--- config.mk ---
export PLATFORM = sky130hd
export DESIGN_NAME = bank_packer
export DESIGN_NICKNAME = d
export VERILOG_FILES = /design/src/rtl/bank_packer.sv
export SDC_FILE = /design/constraint.sdc
export NUM_CORES = 1
export LEC_CHECK = 0
export BUFFER_PORTS_ARGS = -buffer_cell sky130_fd_sc_hd__buf_2
export CAP_MARGIN = 20
export CORE_AREA = 8 8 185 187
export CTS_CLUSTER_DIAMETER = 150
export CTS_CLUSTER_SIZE = 14
export DETAILED_ROUTE_END_ITERATION = 10
export DIE_AREA = 0 0 193 195
export SYNTH_ARGS = -nofsm -noshare
export SYNTH_HDL_FRONTEND = slang
export SYNTH_SLANG_ARGS = --single-unit
--- constraint.sdc ---
create_clock -name clk -period 3.75 [get_ports clk]
set_clock_uncertainty 0.1 [all_clocks]
set_input_delay 0.75 -clock clk [delete_from_list [all_inputs] [get_ports clk]]
set_output_delay 0.75 -clock clk [all_outputs]
set_load 0.1 [all_outputs]
--- src/rtl/bank_packer.sv ---
// Stream-to-bank packer: gathers BANK_SIZE words into one packed bank word, with
// early flush on in_last and a hold stage so a finished bank can wait for the consumer.
//
// Handshakes: a transfer happens on a rising edge where valid & ready are both 1.
// The producer keeps valid/data stable until accepted; in_ready depends only on
// registered state, and out_data/out_count are stable while out_valid & ~out_ready.
module bank_packer #(
    parameter  int WORD_SIZE = 8,
    parameter  int BANK_SIZE = 16,
    localparam int CNT_W     = $clog2(BANK_SIZE + 1)
) (
    input  logic                           clk,
    input  logic                           rst_n,
    input  logic                           in_valid,
    output logic                           in_ready,
    input  logic [WORD_SIZE-1:0]           in_data,
    input  logic                           in_last,
    output logic                           out_valid,
    input  logic                           out_ready,
    output logic [WORD_SIZE*BANK_SIZE-1:0] out_data,
    output logic [CNT_W-1:0]               out_count,
    output logic                           fsm_state
);

    localparam int IDX_W  = (BANK_SIZE > 1) ? $clog2(BANK_SIZE) : 1;
    localparam int BANK_W = WORD_SIZE * BANK_SIZE;

    typedef enum logic {
        FILL = 1'b0,
        HOLD = 1'b1
    } state_t;

    state_t              state;
    logic [BANK_W-1:0]   collect;
    logic [IDX_W-1:0]    idx;
    logic [CNT_W-1:0]    hold_count;
    logic [BANK_W-1:0]   bank_next;
    logic [CNT_W-1:0]    fill_count;
    logic                accept;
    logic                last_lane;
    logic                complete;
    logic                out_free;

    assign in_ready   = (state == FILL);
    assign fsm_state  = state;
    assign accept     = in_valid & in_ready;
    assign last_lane  = (idx == IDX_W'(BANK_SIZE - 1));
    assign complete   = accept & (last_lane | in_last);
    assign out_free   = ~out_valid | out_ready;
    assign fill_count = CNT_W'(idx) + CNT_W'(1);

    // Collect buffer with the word accepted this cycle merged into its lane.
    always_comb begin
        bank_next = collect;
        if (accept) begin
            bank_next[idx*WORD_SIZE +: WORD_SIZE] = in_data;
        end
    end

    always_ff @(posedge clk or negedge rst_n) begin
        if (!rst_n) begin
            state      <= FILL;
            collect    <= '0;
            idx        <= '0;
            hold_count <= '0;
            out_valid  <= 1'b0;
            out_data   <= '0;
            out_count  <= '0;
        end else begin
            case (state)
                FILL: begin
                    if (complete && out_free) begin
                        out_data  <= bank_next;
                        out_count <= fill_count;
                        out_valid <= 1'b1;
                        collect   <= '0;
                        idx       <= '0;
                    end else begin
                        if (out_valid && out_ready) begin
                            out_valid <= 1'b0;
                        end
                        if (complete) begin
                            // Output still occupied: park the finished bank here.
                            collect    <= bank_next;
                            hold_count <= fill_count;
                            idx        <= '0;
                            state      <= HOLD;
                        end else if (accept) begin
                            collect <= bank_next;
                            idx     <= idx + IDX_W'(1);
                        end
                    end
                end
                HOLD: begin
                    if (out_ready) begin
                        out_data  <= collect;
                        out_count <= hold_count;
                        out_valid <= 1'b1;
                        collect   <= '0;
                        idx       <= '0;
                        state     <= FILL;
                    end
                end
                default: state <= FILL;
            endcase
        end
    end

endmodule

# Word level (Yosys, flattened, before mapping)
# Cells that the tools add are included.
# Widths: inputs -> output; s select.
[word_totals]
register_bits = 272
latchBits = 0
ram_bits = 0
rom_bits = 0
in_bits = 13
out_inout_bits = 136
mem_count = 0
[op_classes]
addsub = 3
n_mul = 0
div = 0
magnitude_cmp = 0
eq_ne = 5
shifts = 2
mux = 26
n_bitwise = 7
n_reduce_logical = 6
[op_table]
columns = ["operator", "n"]
rows = [
  ["$mux 128", 7],
  ["$pmux 128 s2", 2],
  ["$bwmux 128", 1],
  ["$shift 8x34->128 const A", 1],
  ["$shiftx 8x34->128", 1],
  ["$neg 7->34", 1],
  ["$mux 4", 4],
  ["$mux 5", 2],
  ["$pmux 5 s2", 1],
  ["$pmux 4 s2", 1],
  ["$mux 1", 6],
  ["$reduce_and 2->1", 3],
  ["$add 4x1->5 const B", 1],
  ["$add 4x1->4 const B", 1],
  ["$eq 4x4->1 const B", 1],
  ["$ne 4x1->1 const B", 1],
  ["$pmux 1 s2", 2],
  ["$ne 3x1->1 const B", 1],
  ["$not 1->1", 3],
  ["$reduce_and 3->1", 1],
  ["$and 1x1->1", 2],
  ["$logic_and 1x1->1", 2],
  ["$ne 2x1->1 const B", 1],
  ["$ne 2x2->1 const B", 1],
  ["$or 1x1->1", 2],
]

# Depth between registers and ports, before layout
[logic_depth]
word_depth = 8
mapped_depth = 11
depth_no_buf = 6

# Worst setup path after synthesis
# No wires, ideal clock.
[synth_path]
path_type = "reg-to-reg"
startpoint = "reg state, in the netlist fsm_state"
endpoint = "reg out_count[3]"
setup_ps = 125
arrival_ps = 2617
t_required_ps = 3525
setup_slack_ps = 908
stages_incl_launch_ff = 6
path_cell_list = "dfrtp_1 > buf_2 > clkbuf_1 > inv_1 > mux2_2 > mux2_2"
[synth_between]
elab_chain_len = 6
word_cells_on_any_way = 8
classes_between = "eq/ne (2); mux (1); bitwise (3); reduce/logical (2)"
[synth_lines]
columns = ["item", "line", "text"]
rows = [
  ["start: declaration", "33", "state_t state;"],
  ["start signal: assignment", "62", "state <= FILL;"],
  ["start signal: assignment", "87", "state <= HOLD;"],
  ["start signal: assignment", "101", "state <= FILL;"],
  ["$not 1->1 (no line) *", "--", ""],
  ["net in_ready", "15", "output logic in_ready,"],
  ["$and 1x1->1", "46", "assign accept = in_valid & in_ready;"],
  ["$and 1x1->1", "48", "assign complete = accept & (last_lane | in_last);"],
  ["$logic_and 1x1->1", "72", "if (complete && out_free) begin"],
  ["$ne 2x1->1 (no line)", "--", ""],
  ["$reduce_and 2->1 (no line)", "--", ""],
  ["end signal: assignment", "74", "out_count <= fill_count;"],
  ["end signal: assignment", "97", "out_count <= hold_count;"],
  ["end: declaration", "21", "output logic [CNT_W-1:0] out_count,"],
]
# Mark *: on every way through the listed nets, which the timed path passes. The rest lies on a longest branch.
# A chain may end at the register's enable or synchronous reset.

# Worst setup path after layout
[layout_path]
startpoint = "reg idx[2]"
endpoint = "reg collect[87]"
[layout_between]
elab_chain_len = 8
word_cells_on_any_way = 15
classes_between = "add/sub (1); eq/ne (2); shift (2); mux (6); bitwise (2); reduce/logical (2)"
[layout_lines]
columns = ["item", "line", "text"]
rows = [
  ["start: declaration", "35", "logic [IDX_W-1:0] idx;"],
  ["start signal: assignment", "90", "idx <= idx + IDX_W'(1);"],
  ["$neg 7->34", "56", "bank_next[idx*WORD_SIZE +: WORD_SIZE] = in_data;"],
  ["$shiftx 8x34->128 / $shift 8x34->128 (equally long branches)", "56", ""],
  ["$bwmux 128", "56", ""],
  ["$mux 128", "55", "if (accept) begin"],
  ["$mux 128", "88", "end else if (accept) begin"],
  ["$mux 128", "82", "if (complete) begin"],
  ["$mux 128", "72", ""],
  ["$pmux 128 s2", "70", "case (state)"],
  ["end signal: assignment", "84", "collect <= bank_next;"],
  ["end signal: assignment", "89", "collect <= bank_next;"],
  ["end: declaration", "34", "logic [BANK_W-1:0] collect;"],
]
# Several ways; a longest one is shown, not always the timed one. The select of a mux whose other input is x is not followed.

==> impl_metrics.yaml <==
final_layout:
  multi_input_area_um2: 4890
  fillCellCount: 2991
  stdcell_count: 1616
  finalNetCount: 1230
  synthToLayoutAreaGrowth_pct: 14.5
  drive_gt1_frac: 0.196
  register_area_um2: 6810
synth:
  synthTopCellsByCount: "272 x dfrtp_1, 135 x nor2_1, 96 x a22o_1, 95 x a21oi_1, 88 x mux2i_1"
  synthAdderAreaFrac: 0.00311
  synth_top_family_by_area: "compound AO/OA/AOI/OAI gates"
  synth.top_cell.area_share: 0.564
  synth_edf_count: 0
  synth_top_area_cell: "dfrtp_1"
  ys_warn_count: 0
  synth-xor-area-share: 0.00415
  ys_ff_latch: 272
  ys_types: 57
  async_flop_share: 1.00
  syn_area_per_cell_um2: 11.0
  synthSimpleGateAreaFrac: 0.120
  netlist_top_cells_area: "dfrtp_1 56%, mux2i_1 7.3%, a22o_1 7.0%"
  synth_cells: 1095
  syn_nets: 1111
  synthesis.area_um2: 12100
  synthMuxAreaShare: 0.0786
  seq_area_frac_synth: 0.564
  synth.most_common_cell: "dfrtp_1"
  synth_compound_area_frac: 0.196
  synth_ff_type: "dfrtp_1"
grt:
  grt_start_max_net_pins: 175
  antenna_found_initial: 0
  grt_pass1_wl_um: 52700
  grt-ovfl-total: 0
  grt_pass1_vias: 8926
  grt_util_all_layers: 0.175
pwr:
  leakage_uw: 0.00592
  vdd_ir_drop_max_mv: 0.411
  p_per_area_nw_per_um2: 640
  report.power.total_uw: 8840
route:
  vias: 8982
  vias_per_cell: 5.56
  detail-route-antenna-nets: 0
  wl_per_cell_um: 20.8
  routed_wl_um: 33600
  drtIter0Drc: 732
  drc_errors: 0
  first_pass_iters: 5
setup_path:
  r2r_cells: 6
  worstSetupEndpointType: "flip-flop"
  critPathKind: "flip-flop to flip-flop"
  arrival_ns: 3.49
  worstPathMaxFanout: 16
  cp.required_ns: 4.05
  start_kind: "flip-flop"
outcome:
  status: "finished clean"
timing:
  period_share: 0.851
  tightest_slew_ns: 1.08
  setup_violations: 0
  slew_headroom: 0.276
  setup_tns_ns: 0
  hold_viol: 0
  max_freq_ghz: 0.313
  rsz0062_at_grt: "false"
  slew_violations: 0
  period_needed_ns: 3.19
clock_tree:
  cts_tree: "done"
  cts_buffers: 23
  insertion_delay_ns: 0.52
  cts_buffer_depth: 3
  clockRootBuffer: "clkbuf_16"
  clk_pin_slew_ns: 0.07
  cts_sinks: 272
  cts-htree-levels: 1
die:
  num_rows: 65
  ios: 149
  initial_core_util: 0.386
  dieHeight_um: 195
  die_w_um: 193
  die_area_um2: 37600
  core_area_um2: 31200
worst_hold_path:
  hold_depth: 2
  min_path_type: "flip-flop to flip-flop"
place:
  dp.cells: 1589
  hpwl_um: 22500
  place.gp.congestion: 0.813
  io_buffers: 148
flow_run:
  cap_violations: 0
-- cells by family (layout without fill, tap and decap cells) --
kind of cell | count (synthesis) | in the layout
and+or+nand+nor | 301 | 301
buffers and inverters | 86 | 204
AOI/OAI and AO/OA | 335 | 335
other | 0 | 1
DFF | 272 | 272
adders and majority gates | 3 | 3
muxes | 94 | 94
xor gates and xnor gates | 4 | 4
-- flip-flops by register name (all words and copies together) (netlist names) --
name / flops
collect: 128
fsm_state: 1
hold_count: 5
idx: 4
out_count: 5
out_data: 128
out_valid: 1
-- where the power goes --
part | leakage (uW) | internal, uW | switching, uW | total [uW]
logic | 0.00207 | 471 | 2860 | 3330
registers | 0.00356 | 3220 | 174 | 3400
clock network | 0.000288 | 1090 | 1030 | 2110
-- layer usage --
layer  track usage  part of all wire  up-vias
li1              -                 -     4214
met1         0.259              0.48     4493
met2         0.269              0.45      244
met3        0.0273             0.055       31
met4        0.0336             0.016        0
met5             0                 0        -
-- what timing repair did --
action / 4_1_cts / 5_1_grt
hold buffers: 1 / 0
endpoints found under the hold margin: 11 / 0
gates resized for setup: 0 / 0
buffers inserted: 0 / 0
-- path summary, 6_finish.rpt --
path / from / to / slack [ns]
setup / recovery: idx[2] / collect[87] / 0.56
hold / removal: hold_count[2] / hold_count[2] / 0.39
setup reg to reg: idx[2] / collect[87] / 0.56
hold reg to reg: hold_count[2] / hold_count[2] / 0.39
max in group asynchronous: rst_n / out_data[5] / 1.82
min in group asynchronous: rst_n / out_data[93] / 0.54
-- worst max-delay path: stages, from the launching register on --
cell and delay [ns]:
dfrtp_1 0.76, nor3_1 0.12, ha_1 0.33, or3b_1 0.59, a2111oi_4 0.72, o21ai_2 0.23, a22o_1 0.23
-- placed cells by master, fill, tap and decap left out, types with 4 or more instances in the layout --
cell type | Yosys | layout
dfrtp_1 | 272 | 272
buf_2 | 21 | 147
nor2_1 | 135 | 135
a22o_1 | 96 | 96
a21oi_1 | 95 | 95
mux2i_1 | 88 | 88
nand2_1 | 57 | 57
a31oi_1 | 43 | 43
o21ai_0 | 34 | 33
o2bb2ai_1 | 32 | 32
nand3_1 | 27 | 27
clkbuf_16 | 0 | 23
buf_4 | 9 | 22
nor3b_1 | 17 | 17
and3_1 | 15 | 15
o21ai_1 | 10 | 10
and2_1 | 7 | 7
nor3_2 | 5 | 6
mux2_2 | 6 | 6
nor3_1 | 6 | 5
nor4b_1 | 5 | 5
inv_1 | 4 | 4
a21o_1 | 4 | 4
o21ai_2 | 3 | 4
buf_12 | 0 | 4
-- stage by stage --
| stage | utilization | cell area [um^2] | setup WS (ns) | hold WS, ns |
|---|---|---|---|---|
| after floorplan | - | 12100 | 0.908 | 0.350 |
| after global placement | 0.423 | 13200 | 0.683 | 0.363 |
| after detailed placement | 0.423 | 13200 | 0.630 | 0.371 |
| after CTS | 0.442 | 13800 | 0.574 | 0.377 |
| after global routing | 0.442 | 13800 | 0.441 | 0.403 |
| final | 0.442 | 13800 | 0.560 | 0.387 |
-- layout make-up --
type                    count  share of cell area
well taps                 402              0.0364
inverters                   4             0.00109
clock buffers              23              0.0417
multi-input cells         737               0.354
diodes                      1            0.000181
clock inverters             1            0.000634
repair buffers            176              0.0732
flip-flops and latches    272               0.493
No activity file was read; power rests on OpenSTA's default activity.
